**config.mk**
```make
export PLATFORM = sky130hd
export DESIGN_NAME = rtc_timer_bank_flat
export DESIGN_NICKNAME = d
export VERILOG_FILES = /design/src/rtl/rtc_timer_bank_if.sv /design/src/rtl/rtc_timer_bank.sv /design/src/flat_wrapper.sv
export SDC_FILE = /design/constraint.sdc
export NUM_CORES = 1
export LEC_CHECK = 0
export ABC_AREA = 1
export CAP_MARGIN = 20
export CORE_ASPECT_RATIO = 2
export CORE_UTILIZATION = 55
export CTS_CLUSTER_SIZE = 25
export DETAILED_ROUTE_END_ITERATION = 6
export GPL_TIMING_DRIVEN = 0
export PLACE_DENSITY = 0.82
export SLEW_MARGIN = 10
export SYNTH_ARGS = -nofsm -noshare
export SYNTH_HDL_FRONTEND = slang
export SYNTH_SLANG_ARGS = --single-unit
```
**constraint.sdc**
```tcl
create_clock -name clk_i -period 4.05 [get_ports clk_i]
set_clock_uncertainty 0.05 [all_clocks]
set_input_delay 0.81 -clock clk_i [delete_from_list [all_inputs] [get_ports clk_i]]
set_output_delay 0.81 -clock clk_i [all_outputs]
set_load 0.005 [all_outputs]
```
**src/rtl/rtc_timer_bank_if.sv**
```systemverilog
// ---------------------------------------------------------------------------
// rtc_timer_bank_if
//
// Purpose:
//   Register-port bundle for the machine timer bank. It carries the simple
//   req/we/be peripheral bus of the SoC. Signal suffixes are named from the
//   timer's (slave's) point of view.
//
// Signals:
//   req_i     request, one cycle per access
//   we_i      1 = write, 0 = read
//   addr_i    byte address, bits [2:0] ignored by the slave
//   be_i      byte enables for writes
//   wdata_i   write data
//   gnt_o     grant, equals req_i
//   rvalid_o  response valid one cycle after an accepted request
//   rdata_o   read data, valid with rvalid_o, otherwise 0
//
// Modports:
//   master  drives the request side (testbench / interconnect)
//   slave   drives the response side (rtc_timer_bank)
// ---------------------------------------------------------------------------
interface rtc_timer_bank_if #(
  parameter int unsigned ADDR_WIDTH = 16
) ();

  logic                  req_i;
  logic                  we_i;
  logic [ADDR_WIDTH-1:0] addr_i;
  logic [7:0]            be_i;
  logic [63:0]           wdata_i;
  logic                  gnt_o;
  logic                  rvalid_o;
  logic [63:0]           rdata_o;

  modport master (
    output req_i, we_i, addr_i, be_i, wdata_i,
    input  gnt_o, rvalid_o, rdata_o
  );

  modport slave (
    input  req_i, we_i, addr_i, be_i, wdata_i,
    output gnt_o, rvalid_o, rdata_o
  );

endinterface

```
**src/rtl/rtc_timer_bank.sv**
```systemverilog
// ---------------------------------------------------------------------------
// rtc_timer_bank
//
// Purpose:
//   Multi-hart machine timer. One shared 64-bit mtime counter and NR_CORES
//   mtimecmp registers. mtime advances on debounced rising edges of an
//   asynchronous RTC input, divided by a programmable prescaler. Each hart
//   gets a level interrupt while mtime >= its mtimecmp.
//
// Register map (byte offsets, bits [2:0] of the address ignored):
//   0x0000          CTRL: bit0 EN, bits [8+PRESCALE_WIDTH-1:8] DIV
//   0x0008          MTIME
//   0x1000 + 8*i    MTIMECMP[i], i < NR_CORES
//   Anything else reads 0 and ignores writes; rvalid_o still pulses.
//
// Ports:
//   clk_i     system clock
//   rst_ni    asynchronous active-low reset
//   bus       register port (rtc_timer_bank_if.slave)
//   rtc_i     asynchronous real-time clock input
//   time_o    current mtime
//   irq_o     per-hart timer interrupt
//
// Build option:
//   RTC_TIMER_IRQ_REG_EN  when defined, irq_o is registered (one extra cycle
//                         of latency after the compare result changes).
// ---------------------------------------------------------------------------
module rtc_timer_bank #(
  parameter int unsigned NR_CORES       = 1,
  parameter int unsigned ADDR_WIDTH     = 16,
  parameter int unsigned STABLE_CYCLES  = 5,
  parameter int unsigned PRESCALE_WIDTH = 8
) (
  input  logic                clk_i,
  input  logic                rst_ni,
  rtc_timer_bank_if.slave     bus,
  input  logic                rtc_i,
  output logic [63:0]         time_o,
  output logic [NR_CORES-1:0] irq_o
);

  localparam int unsigned WORD_W   = ADDR_WIDTH - 3;
  localparam int unsigned CNT_W    = (STABLE_CYCLES > 2) ? $clog2(STABLE_CYCLES) : 1;
  localparam logic [CNT_W-1:0] CNT_LAST =
    CNT_W'((STABLE_CYCLES >= 2) ? STABLE_CYCLES - 2 : 0);
  localparam logic [31:0] CMP_BASE = 32'h0000_0200;

  typedef enum logic [1:0] {
    WAIT_HIGH,
    COUNT,
    TICK,
    WAIT_LOW
  } rtc_state_e;

  logic                      rtc_meta_q;
  logic                      rtc_s_q;
  rtc_state_e                state_q;
  logic [CNT_W-1:0]          cnt_q;
  logic                      tick;

  logic                      en_q, en_d;
  logic [PRESCALE_WIDTH-1:0] div_q, div_d;
  logic [PRESCALE_WIDTH-1:0] pcnt_q, pcnt_d;
  logic [63:0]               mtime_q, mtime_d;
  logic [63:0]               mtimecmp_q [NR_CORES];
  logic [63:0]               mtimecmp_d [NR_CORES];

  logic                      rvalid_q;
  logic [63:0]               rdata_q;

  logic [WORD_W-1:0]         word_idx;
  logic [2:0]                addr_unused;
  logic [31:0]               cmp_off;
  logic                      sel_ctrl, sel_mtime, sel_cmp;
  logic                      wr;
  logic [63:0]               wmask;
  logic [63:0]               ctrl_rd;
  logic [63:0]               rd_val;
  logic [NR_CORES-1:0]       irq_cmp;

  // Two-flop synchroniser followed by the debounce FSM. The FSM enters
  // COUNT on the first high sample and counts further high samples; the
  // tick fires once STABLE_CYCLES consecutive high samples have been seen,
  // then it waits for the line to drop so each high phase ticks only once.
  // It runs regardless of EN so enabling the timer mid-phase is harmless.
  always_ff @(posedge clk_i or negedge rst_ni) begin
    if (!rst_ni) begin
      rtc_meta_q <= 1'b0;
      rtc_s_q    <= 1'b0;
      state_q    <= WAIT_HIGH;
      cnt_q      <= '0;
    end else begin
      rtc_meta_q <= rtc_i;
      rtc_s_q    <= rtc_meta_q;
      unique case (state_q)
        WAIT_HIGH: begin
          if (rtc_s_q) begin
            cnt_q   <= '0;
            state_q <= (STABLE_CYCLES <= 1) ? TICK : COUNT;
          end
        end
        COUNT: begin
          if (!rtc_s_q) begin
            state_q <= WAIT_HIGH;
          end else if (cnt_q == CNT_LAST) begin
            state_q <= TICK;
          end else begin
            cnt_q <= cnt_q + CNT_W'(1);
          end
        end
        TICK: begin
          state_q <= WAIT_LOW;
        end
        WAIT_LOW: begin
          if (!rtc_s_q) begin
            state_q <= WAIT_HIGH;
          end
        end
        default: begin
          state_q <= WAIT_HIGH;
        end
      endcase
    end
  end

  assign tick = (state_q == TICK);

  // Address decode works on 64-bit word indices. MTIMECMP slots are found
  // by offsetting from word 0x200 and bounding by the number of harts.
  assign word_idx    = bus.addr_i[ADDR_WIDTH-1:3];
  assign addr_unused = bus.addr_i[2:0];
  assign cmp_off     = 32'(word_idx) - CMP_BASE;
  assign sel_ctrl    = (word_idx == '0);
  assign sel_mtime   = (word_idx == WORD_W'(1));
  assign sel_cmp     = (32'(word_idx) >= CMP_BASE) && (cmp_off < NR_CORES);
  assign wr          = bus.req_i && bus.we_i;

  // Byte enables expanded to a bit mask for the 64-bit registers.
  always_comb begin
    wmask = '0;
    for (int b = 0; b < 8; b++) begin
      wmask[b*8 +: 8] = {8{bus.be_i[b]}};
    end
  end

  // CTRL as seen on the bus; unimplemented bits read as zero.
  always_comb begin
    ctrl_rd                       = '0;
    ctrl_rd[0]                    = en_q;
    ctrl_rd[8 +: PRESCALE_WIDTH]  = div_q;
  end

  // Read mux sees only the current register state, so a same-cycle write
  // or increment never leaks into the returned data.
  always_comb begin
    rd_val = '0;
    if (sel_ctrl) begin
      rd_val = ctrl_rd;
    end else if (sel_mtime) begin
      rd_val = mtime_q;
    end else if (sel_cmp) begin
      for (int i = 0; i < NR_CORES; i++) begin
        if (cmp_off == i) begin
          rd_val = mtimecmp_q[i];
        end
      end
    end
  end

  // Next-state for the timer registers. The prescaler step is evaluated
  // first so that a bus write later in this block overrides it: a CTRL
  // write restarts the prescaler and an MTIME write discards a coincident
  // increment.
  always_comb begin
    en_d       = en_q;
    div_d      = div_q;
    pcnt_d     = pcnt_q;
    mtime_d    = mtime_q;
    mtimecmp_d = mtimecmp_q;

    if (tick && en_q) begin
      if (pcnt_q == div_q) begin
        pcnt_d  = '0;
        mtime_d = mtime_q + 64'd1;
      end else begin
        pcnt_d  = pcnt_q + PRESCALE_WIDTH'(1);
      end
    end

    if (wr && sel_ctrl) begin
      if (bus.be_i[0]) begin
        en_d = bus.wdata_i[0];
      end
      for (int j = 0; j < PRESCALE_WIDTH; j++) begin
        if (bus.be_i[(8 + j) / 8]) begin
          div_d[j] = bus.wdata_i[8 + j];
        end
      end
      pcnt_d = '0;
    end

    if (wr && sel_mtime) begin
      mtime_d = (mtime_q & ~wmask) | (bus.wdata_i & wmask);
    end

    for (int i = 0; i < NR_CORES; i++) begin
      if (wr && sel_cmp && (cmp_off == i)) begin
        mtimecmp_d[i] = (mtimecmp_q[i] & ~wmask) | (bus.wdata_i & wmask);
      end
    end
  end

  // Register state and the bus response. Every request, read or write,
  // gets a response one cycle later; rdata is zero unless it is a read.
  always_ff @(posedge clk_i or negedge rst_ni) begin
    if (!rst_ni) begin
      en_q     <= 1'b0;
      div_q    <= '0;
      pcnt_q   <= '0;
      mtime_q  <= '0;
      for (int i = 0; i < NR_CORES; i++) begin
        mtimecmp_q[i] <= '1;
      end
      rvalid_q <= 1'b0;
      rdata_q  <= '0;
    end else begin
      en_q       <= en_d;
      div_q      <= div_d;
      pcnt_q     <= pcnt_d;
      mtime_q    <= mtime_d;
      mtimecmp_q <= mtimecmp_d;
      rvalid_q   <= bus.req_i;
      rdata_q    <= (bus.req_i && !bus.we_i) ? rd_val : '0;
    end
  end

  assign bus.gnt_o    = bus.req_i;
  assign bus.rvalid_o = rvalid_q;
  assign bus.rdata_o  = rdata_q;
  assign time_o       = mtime_q;

  // Unsigned compare per hart, straight from the registers.
  always_comb begin
    irq_cmp = '0;
    for (int i = 0; i < NR_CORES; i++) begin
      irq_cmp[i] = (mtime_q >= mtimecmp_q[i]);
    end
  end

`ifdef RTC_TIMER_IRQ_REG_EN
  logic [NR_CORES-1:0] irq_q;

  // Registered interrupt lines for timing closure towards the cores.
  always_ff @(posedge clk_i or negedge rst_ni) begin
    if (!rst_ni) begin
      irq_q <= '0;
    end else begin
      irq_q <= irq_cmp;
    end
  end

  assign irq_o = irq_q;
`else
  assign irq_o = irq_cmp;
`endif

endmodule

```
**src/flat_wrapper.sv**
```systemverilog
// flat-port wrapper written by rule: the top's interface ports become plain ports
module rtc_timer_bank_flat 
#(
  parameter int unsigned NR_CORES       = 1,
  parameter int unsigned ADDR_WIDTH     = 16,
  parameter int unsigned STABLE_CYCLES  = 5,
  parameter int unsigned PRESCALE_WIDTH = 8
)
  (clk_i, rst_ni, rtc_i, time_o, irq_o, bus_req_i, bus_we_i, bus_addr_i, bus_be_i, bus_wdata_i, bus_gnt_o, bus_rvalid_o, bus_rdata_o);
  rtc_timer_bank_if #(.ADDR_WIDTH(ADDR_WIDTH)) bus_i ();
  input  logic clk_i;
  input  logic rst_ni;
  input  logic rtc_i;
  output logic [63:0] time_o;
  output logic [NR_CORES-1:0] irq_o;
  input wire logic [$bits(bus_i.req_i)-1:0] bus_req_i;
  input wire logic [$bits(bus_i.we_i)-1:0] bus_we_i;
  input wire logic [$bits(bus_i.addr_i)-1:0] bus_addr_i;
  input wire logic [$bits(bus_i.be_i)-1:0] bus_be_i;
  input wire logic [$bits(bus_i.wdata_i)-1:0] bus_wdata_i;
  output wire logic [$bits(bus_i.gnt_o)-1:0] bus_gnt_o;
  output wire logic [$bits(bus_i.rvalid_o)-1:0] bus_rvalid_o;
  output wire logic [$bits(bus_i.rdata_o)-1:0] bus_rdata_o;
  assign bus_i.req_i = bus_req_i;
  assign bus_i.we_i = bus_we_i;
  assign bus_i.addr_i = bus_addr_i;
  assign bus_i.be_i = bus_be_i;
  assign bus_i.wdata_i = bus_wdata_i;
  assign bus_gnt_o = bus_i.gnt_o;
  assign bus_rvalid_o = bus_i.rvalid_o;
  assign bus_rdata_o = bus_i.rdata_o;
  rtc_timer_bank #(.NR_CORES(NR_CORES), .ADDR_WIDTH(ADDR_WIDTH), .STABLE_CYCLES(STABLE_CYCLES), .PRESCALE_WIDTH(PRESCALE_WIDTH)) u_core (.clk_i(clk_i), .rst_ni(rst_ni), .bus(bus_i), .rtc_i(rtc_i), .time_o(time_o), .irq_o(irq_o));
endmodule
```
# [After elaboration in Yosys (flattened, before gate mapping)]
# Index checks and enable logic that the tools add are counted.
[word_totals] ff_bits=217 in_bits=93 output_inout_bits=131 word_cells=76
[classes] add_sub_neg=4 n_lt_le_gt_ge=3 n_eq_ne=11 mux=20 n_bitwise=6 reduce_logical=21
[ops] operator="$mux W64" n=8
[ops] operator="$and A64 B64 Y64" n=3
[ops] operator="$or A64 B64 Y64" n=2
[ops] operator="$add A64 B1 Y64 const B" n=1
[ops] operator="$ge A64 B64 Y1" n=1
[ops] operator="$not A64 Y64" n=1
[ops] operator="$logic_not A32 Y1" n=1
[ops] operator="$lt A32 B1 Y1 const B" n=1
[ops] operator="$mux W8" n=3
[ops] operator="$sub A13 B10 Y14 const B" n=1
[ops] operator="$eq A13 B1 Y1 const B" n=1
[ops] operator="$ge A13 B10 Y1 const B" n=1
[ops] operator="$logic_not A13 Y1" n=1
[ops] operator="$mux W3" n=3
[ops] operator="$add A8 B1 Y8 const B" n=1
[ops] operator="$eq A8 B8 Y1" n=1
[ops] operator="$logic_and A1 B1 Y1" n=8
[ops] operator="$mux W2" n=4
[ops] operator="$pmux W2 S4" n=1
[ops] operator="$reduce_bool A2 Y1" n=4
[ops] operator="$pmux W3 S2" n=1
[ops] operator="$reduce_and A2 Y1" n=3
[ops] operator="$eq A2 B2 Y1 const B" n=2
[ops] operator="$ne A2 B1 Y1 const B" n=2
[ops] operator="other kinds (9)" n=10

# [Longest topological paths before layout]
# Gate-level depths: netlist (run 1).
[depth] word_depth=7 depth_mapped=15 mapped_depth_nobuf=15

# [Worst setup path after synthesis (run 1)]
# Ideal clock, no wire load.
[synth_timing] kind="register -> output" from="register with a tool-made name" to="output port irq_o" arrival_ps=1563 required_ps=3190 setup_slack_ps=1627 path_stages_with_launch=10 n_path_buf=0 path_cell_list="dfstp_2 inv_1 ha_1 nand2_1 nor2_1 nand3_1 nor3_1 and3b_1 nand2_1 nand3_1"
[synth_lines] element="end, declared" line_no="flat_wrapper.sv:15" rtl="output logic [NR_CORES-1:0] irq_o;"

==> insert_results.sql, run 1 <==
INSERT INTO impl_metrics (metric_group, metric, value, unit) VALUES
('outcome', 'outcome', 'completed', ''),
('cts', 'clockBufferDepth', '3', ''),
('drt', 'post_drt_wl_per_cell', '20.6', 'um'),
('drt', 'first_iter_violations', '1191', ''),
('global_route', 'grt_start_max_net_pins', '106', ''),
('drt', 'met3WireLength', '2970', 'um'),
('cts', 'worst_skew_late_latency', '0.55', 'ns'),
('power_and_ir_drop', 'switchingPower', '1100', 'uW'),
('setup_path', 'required_worst_endpoint', '3.19', 'ns'),
('die', 'fp.dieArea', '0.0254', 'mm^2'),
('logic_synthesis', 'syn_nets', '2082', ''),
('logic_synthesis', 'synth-simple-area-share', '30.4', '%'),
('drt', 'first_pass_iters', '5', ''),
('setup_path', 'critical_path_class', 'flop to primary output', ''),
('timing', 'timing.final.ws_setup', '0.0794', 'ns'),
('logic_synthesis', 'ys_warn_count', '0', ''),
('setup_path', 'worst_setup_path_end_kind', 'primary output', ''),
('setup_path', 'crit_path_start_kind', 'flop', ''),
('logic_synthesis', 'synthesis.area_per_instance', '7.07', 'um^2'),
('placed_design', 'post-dp-hpwl', '39100', 'um'),
('placed_design', 'number_of_buffer_cells_added_on_primary_ports', '217', ''),
('setup_path', 'cp_max_fo', '3', ''),
('global_route', 'via_count_of_the_first_global_routing_pass', '14854', ''),
('layout', 'postLayoutCoreUtil', '69.7', '%'),
('drt', 'postRouteWirelength', '50800', 'um'),
('cts', 'cts-buffers-inserted', '21', ''),
('layout', 'insertedDiodeCount', '0', ''),
('placed_design', 'globalplace.congestion', '1.04', ''),
('placed_design', 'dpl_worst_slack', '0.236', 'ns'),
('die', 'start_util', '55.8', '%'),
('power_and_ir_drop', 'power.ir.vdd_worst', '341', 'uV'),
('cts', 'cts_tree', 'built', ''),
('drt', 'postRouteAntennaNets', '0', ''),
('layout', 'nets', '2326', ''),
('drt', 'met2WireLength', '26100', 'um'),
('timing', 'maxSlewHeadroom', '40.4', '%'),
('die', 'die-width', '113', 'um'),
('power_and_ir_drop', 'pwr-share-seq', '47.2', '%'),
('logic_synthesis', 'yosys.area_share.xor_xnor', '2.19', '%'),
('power_and_ir_drop', 'power.density_cell_area', '276', 'mW/mm^2'),
('run', 'max_cap_viol_count', '0', ''),
('drt', 'post_drt_via_cell_ratio', '5.87', ''),
('setup_path', 'critical_path.slowest_cell', 'dfstp_2', ''),
('cts', 'cts_htree_levels', '1', ''),
('cts', 'clkTransAtPathRegs', '0.07', 'ns'),
('setup_path', 'timing.critical_path.arrival', '3.11', 'ns'),
('power_and_ir_drop', 'p_int', '3580', 'uW'),
('logic_synthesis', 'main_combinational_cell_family_by_area_after_synthesis', 'simple AND/OR/NAND/NOR gates', ''),
('power_and_ir_drop', 'p_sw_share', '23.5', '%'),
('drt', 'dr_total_vias', '14501', ''),
('timing', 'minimum_period_implied_by_the_final_worst_setup_slack', '3.97', 'ns'),
('logic_synthesis', 'synth.lib_cells_used.distinct', '40', ''),
('layout', 'post_route_cells_drive_above_1_share', '7.53', '%'),
('logic_synthesis', 'yosysSeqAreaShare', '40.6', '%'),
('timing', 'worstMarginPinSlew', '0.894', 'ns'),
('die', 'core', '0.0243', 'mm^2'),
('drt', 'routedLengthMet1', '16900', 'um'),
('timing', 'timing.final.hold_violations', '0', ''),
('logic_synthesis', 'synth-compound-area-share', '13.3', '%'),
('logic_synthesis', 'synthesis.area', '0.0136', 'mm^2'),
('timing', 'share_of_the_cycle_needed_by_the_critical_path_after_routing', '98.0', '%'),
('cts', 'clkSinkCount', '217', ''),
('global_route', 'overflow', '0', ''),
('global_route', 'grt_antenna_before_repair', '0', ''),
('die', 'row_count', '81', ''),
('setup_path', 'slowest_delay', '0.54', 'ns'),
('timing', 'rsz_0062_raised_after_global_routing', 'no', ''),
('setup_path', 'path_common_cell', 'a21oi_1', ''),
('layout', 'post_layout_nonfiller_instances', '2469', ''),
('setup_path', 'crit_path_cell_trace', 'inv_1, ha_1, a21oi_1, o21ai_0, a21oi_1, nand2_1, a21oi_2, nand3_1, clkdlybuf4s50_1', ''),
('power_and_ir_drop', 'clock_power_share', '46.7', '%');
final timing paths:
check	start	end	slack (ns)	cells after the start
setup / recovery	flop	irq_o	0.08	9
hold / removal	rst_ni	u_core.pcnt_q[3]	0.05	1
setup reg to reg	flop	flop	1.40	9
hold reg to reg	u_core.rtc_meta_q	u_core.rtc_s_q	0.30	0
max in group asynchronous	rst_ni	u_core.bus.rdata_o[35]	3.06	2
min in group clk_i	u_core.rtc_meta_q	u_core.rtc_s_q	0.30	0
stage by stage:
stage,hold WS (ns),area [um^2],total power (uW)
2_1_floorplan,0.281,13600,2330
3_3_place_gp,0.286,16100,2510
3_5_place_dp,0.286,16200,2530
4_1_cts,0.0459,16900,4690
5_1_grt,0.0596,17000,4780
6_report,0.0465,17000,4680
cells in the final DEF, fill, tap and decap left out, types with 6 or more instances in the layout:
master / instances
o21ai_1: 25
ha_1: 69
buf_4: 12
o21ai_0: 190
xnor2_1: 19
dfrtp_1: 153
clkbuf_1: 29
clkinv_2: 6
nand3_1: 106
nand4_1: 27
nor2_2: 6
nor2_4: 10
inv_1: 183
clkbuf_16: 21
nand2_1: 576
a21oi_1: 130
dfstp_2: 64
clkdlybuf4s50_1: 216
nor2_1: 255
xor2_1: 15
buf_2: 14
Yosys cell counts:
master      n  area share [%]
o21a_1      4            0.22
nor4_1      1           0.046
nand3_1   106             3.9
buf_4      10            0.55
o21ai_1    25            0.92
o41ai_1     1           0.065
clkbuf_1   28            0.77
and2_1      1           0.046
o21bai_1    1           0.055
buf_2      14            0.52
nand3_2     1           0.074
nor3b_1     1           0.055
nand3b_2    1           0.083
xnor2_1    19             1.2
nor2_2      6            0.28
nor3_1      6            0.22
nor2_4     10            0.83
clkbuf_2    2           0.074
buf_1       1           0.028
o211ai_1    2            0.11
nand4_4     1            0.16
a31oi_1     1           0.046
nand2_1   576              16
and3b_1     1           0.065
nor2_1    255             7.0
a21o_1      1           0.055
nand4_1    27             1.2
a21oi_1   131             4.8
nor3b_2     1           0.092
o21ai_0   190             7.0
nand3b_1    1           0.055
ha_1       69             6.4
inv_2       5            0.14
clkinv_1    1           0.028
inv_1     183             5.1
dfrtp_1   153              28
nand2_2     3            0.14
nor3_2      2            0.15
dfstp_2    64              12
xor2_1     15            0.97
area by class of cell:
class / count / area, um^2
Clock inverter: 13 / 176
Fill cell: 2093 / 7370
Timing Repair Buffer: 221 / 2250
Sequential cell: 217 / 5510
Tap cell: 290 / 363
Clock buffer: 25 / 571
Inverter: 189 / 709
Buffer: 55 / 264
Multi-Input combinational cell: 1459 / 7110
cells by family (layout without fill, tap and decap cells):
group / after synthesis / after routing
AND/OR/NAND/NOR: 1000 / 1000
buffers and inverters: 244 / 503
adder cells (fa/ha/maj): 69 / 69
flip-flops: 217 / 217
XOR/XNOR: 34 / 34
AO/OA/AOI/OAI: 356 / 356
power groups by stage:
stage / clock network (uW) / logic, uW / registers [uW]
after floorplan: 0 / 87.6 / 2240
after detailed placement: 0 / 281 / 2250
after global routing: 2250 / 309 / 2210
after CTS: 2200 / 284 / 2210
final: 2190 / 285 / 2210
after global placement: 0 / 264 / 2250
timing repair:
action	4_1_cts	5_1_grt
pin swaps	0	0
buffers inserted	0	0
endpoints found under the setup margin	1	1
gates resized for setup	1	2
hold buffers	0	0
routing by layer:
layer / vias up / global-route usage [%]
met5: - / 0
met4: 0 / 34.3
met3: 263 / 5.20
met2: 722 / 73.2
met1: 6828 / 39.4
li1: 6688 / -
Note: power is estimated with default switching activity, not from simulation.
==> run 2, diff against run 1 <==
--- a/config.mk
+++ b/config.mk
@@ -7,12 +7,13 @@
 export LEC_CHECK = 0
 export ABC_AREA = 1
 export CAP_MARGIN = 20
+export CELL_PAD_IN_SITES_DETAIL_PLACEMENT = 0
+export CELL_PAD_IN_SITES_GLOBAL_PLACEMENT = 1
 export CORE_ASPECT_RATIO = 2
-export CORE_UTILIZATION = 55
-export CTS_CLUSTER_SIZE = 25
+export CORE_UTILIZATION = 42
 export DETAILED_ROUTE_END_ITERATION = 6
 export GPL_TIMING_DRIVEN = 0
-export PLACE_DENSITY = 0.82
+export PLACE_DENSITY = 0.88
 export SLEW_MARGIN = 10
 export SYNTH_ARGS = -nofsm -noshare
 export SYNTH_HDL_FRONTEND = slang
==> insert_results.sql, run 2 (synthesized netlist as in run 1, its figures left out) <==
INSERT INTO impl_metrics (metric_group, metric, value, unit) VALUES
('outcome', 'outcome', 'completed', ''),
('power_and_ir_drop', 'p_sw_share', '23.4', '%'),
('timing', 'final_setup_violating_endpoints', '0', ''),
('cts', 'clkSinkCount', '217', ''),
('die', 'core', '0.0317', 'mm^2'),
('power_and_ir_drop', 'pwr-share-seq', '48.9', '%'),
('power_and_ir_drop', 'clock_power_share', '44.8', '%'),
('drt', 'postRouteWirelength', '51800', 'um'),
('timing', 'worstMarginPinSlew', '0.896', 'ns'),
('drt', 'residual_drc_count', '0', ''),
('cts', 'clkTransAtPathRegs', '0.06', 'ns'),
('die', 'row_count', '92', ''),
('setup_path', 'timing.critical_path.buf_inv', '2', ''),
('drt', 'post_drt_wl_per_cell', '19.9', 'um'),
('power_and_ir_drop', 'combinationalPowerShare', '6.3', '%'),
('setup_path', 'required_worst_endpoint', '3.19', 'ns'),
('placed_design', 'globalplace.congestion', '0.972', ''),
('cts', 'clockBufferDepth', '3', ''),
('layout', 'nets', '2327', ''),
('drt', 'first_pass_iters', '5', ''),
('layout', 'postLayoutCoreUtil', '54.0', '%'),
('drt', 'first_iter_violations', '738', ''),
('layout', 'final_instance_area', '0.0171', 'mm^2'),
('setup_path', 'critical_path_class', 'flop to primary output', ''),
('drt', 'post_drt_via_cell_ratio', '5.31', ''),
('cts', 'hold_buffers', '0', ''),
('cts', 'cts_tree', 'built', ''),
('placed_design', 'post_dp_cell_area', '0.0164', 'mm^2'),
('die', 'fp.dieArea', '0.0331', 'mm^2'),
('run', 'max_cap_viol_count', '0', ''),
('timing', 'timing.final.hold_violations', '0', ''),
('layout', 'insertedDiodeCount', '0', ''),
('global_route', 'global_route_wire_length_before_repair', '78700', 'um'),
('cts', 'cts_htree_levels', '1', ''),
('die', 'design.portCount', '224', ''),
('timing', 'maxClockFrequency', '261', 'MHz'),
('die', 'die-width', '129', 'um'),
('global_route', 'grt_start_max_net_pins', '97', ''),
('drt', 'dr_total_vias', '13810', ''),
('worst_hold_path', 'class_of_the_tightest_hold_or_removal_check', 'primary input to async pin', ''),
('timing', 'maxSlewHeadroom', '40.2', '%'),
('layout', 'highest_count_cells_in_the_layout_ignoring_fill_and_taps', '576 x nand2_1, 254 x nor2_1, 216 x clkdlybuf4s50_1', ''),
('timing', 'minimum_period_implied_by_the_final_worst_setup_slack', '3.84', 'ns'),
('power_and_ir_drop', 'switchingPower', '1060', 'uW'),
('die', 'start_util', '42.9', '%'),
('setup_path', 'timing.critical_path.arrival', '2.98', 'ns'),
('die', 'die_y', '256', 'um'),
('cts', 'worst_skew_late_latency', '0.53', 'ns'),
('setup_path', 'cp_max_fo', '3', ''),
('setup_path', 'worst-r2r-setup-slack', '1.38', 'ns'),
('setup_path', 'crit_end', 'irq_o', ''),
('placed_design', 'number_of_buffer_cells_added_on_primary_ports', '217', ''),
('power_and_ir_drop', 'power.ir.vdd_worst', '338', 'uV'),
('cts', 'cts-buffers-inserted', '22', ''),
('layout', 'post_route_cells_drive_above_1_share', '7.39', '%'),
('power_and_ir_drop', 'leakagePower', '0.00802', 'uW'),
('setup_path', 'critPathTopFamily', 'simple AND/OR/NAND/NOR gates', ''),
('timing', 'share_of_the_cycle_needed_by_the_critical_path_after_routing', '94.7', '%'),
('drt', 'postRouteAntennaNets', '0', ''),
('global_route', 'overflow', '0', ''),
('timing', 'maxSlewViolCount', '0', ''),
('global_route', 'via_count_of_the_first_global_routing_pass', '13816', ''),
('setup_path', 'crit_path_start_kind', 'flop', ''),
('layout', 'areaGrowthSynthToFinish', '25.9', '%'),
('layout', 'layout_commonest_cell', 'nand2_1', ''),
('power_and_ir_drop', 'power.density_cell_area', '265', 'mW/mm^2'),
('placed_design', 'post-dp-hpwl', '40800', 'um'),
('setup_path', 'reg2regPathDepth', '9', ''),
('setup_path', 'crit_path_cell_trace', 'inv_1, ha_1, nand2_1, nor3_1, nand3_1, nor3b_1, nand2_1, nand3_1, clkdlybuf4s50_1', ''),
('setup_path', 'slowest_delay', '0.53', 'ns'),
('setup_path', 'path_depth', '9', ''),
('global_route', 'grt_antenna_before_repair', '0', ''),
('setup_path', 'critical_path.slowest_cell', 'dfstp_2', ''),
('power_and_ir_drop', 'p_int', '3470', 'uW'),
('global_route', 'track_usage', '31.9', '%'),
('setup_path', 'worst_setup_path_end_kind', 'primary output', ''),
('cts', 'cts-root-buf', 'clkbuf_16', '');
[run 2: stage by stage]
| stage | TNS [ns] | worst slack [ns] | std cells | total power, uW | hold slack, ns |
|---|---|---|---|---|---|
| 6_report | 0 | 0.213 | 2603 | 4530 | 0.111 |
| 2_1_floorplan | 0 | 1.63 | 1920 | 2330 | 0.281 |
| 3_3_place_gp | -1374.42 | -7.21 | 2560 | 2520 | 0.376 |
| 3_5_place_dp | 0 | 0.159 | 2563 | 2540 | 0.367 |
| 5_1_grt | -0.00479 | -0.00479 | 2603 | 4670 | 0.129 |
| 4_1_cts | 0 | 0.0800 | 2602 | 4580 | 0.108 |
[run 2: power by group through the flow]
stage	Sequential [uW]	Clock [uW]	Combinational (uW)
2_1_floorplan	2240	0	87.6
3_3_place_gp	2250	0	272
3_5_place_dp	2250	0	290
4_1_cts	2210	2070	292
5_1_grt	2210	2140	317
6_report	2210	2030	287
[run 2: worst min path at each step]
stage / from / endpoint / slack [ns] / cells past startpoint
after global placement: u_core.rtc_meta_q / u_core.rtc_s_q / 0.38 / 0
after global routing: rst_ni / u_core.bus.rdata_o[34] / 0.13 / 1
final: rst_ni / u_core.bus.rdata_o[35] / 0.11 / 1
after CTS: rst_ni / u_core.bus.rdata_o[35] / 0.11 / 1
after detailed placement: u_core.rtc_meta_q / u_core.rtc_s_q / 0.37 / 0
after floorplan: u_core.rtc_meta_q / u_core.rtc_s_q / 0.28 / 0
[run 2: layer usage]
layer / part of all wire [%] / global-route usage [%]
met2: 54 / 59.5
met1: 36 / 33.3
met4: 7.4 / 20.9
met3: 3.2 / 2.42
met5: 0 / 0
[run 2: cell type report]
class / count / area (um^2)
plain buffers: 55 / 264
clock buffers: 36 / 684
clock inverters: 3 / 17.5
fillers: 3182 / 14600
inverters: 189 / 709
multi-input cells: 1459 / 7130
flip-flops and latches: 217 / 5510
well taps: 423 / 529
repair buffers: 221 / 2250
[run 2: what timing repair did]
item,CTS,global route
setup endpoints to repair,1,1
resized for setup,1,4
setup buffers,0,1
pin swaps,0,1
[run 2: worst reg2reg max path, cell delays in order (launching register included)]
cell      delay (ns)
dfrtp_1         0.53
ha_1            0.29
inv_1           0.08
nor2_2          0.25
nand3b_1        0.25
nor2_1          0.59
nand3_1         0.14
nand2_1         0.08
nand3_1         0.15
a21oi_1         0.18
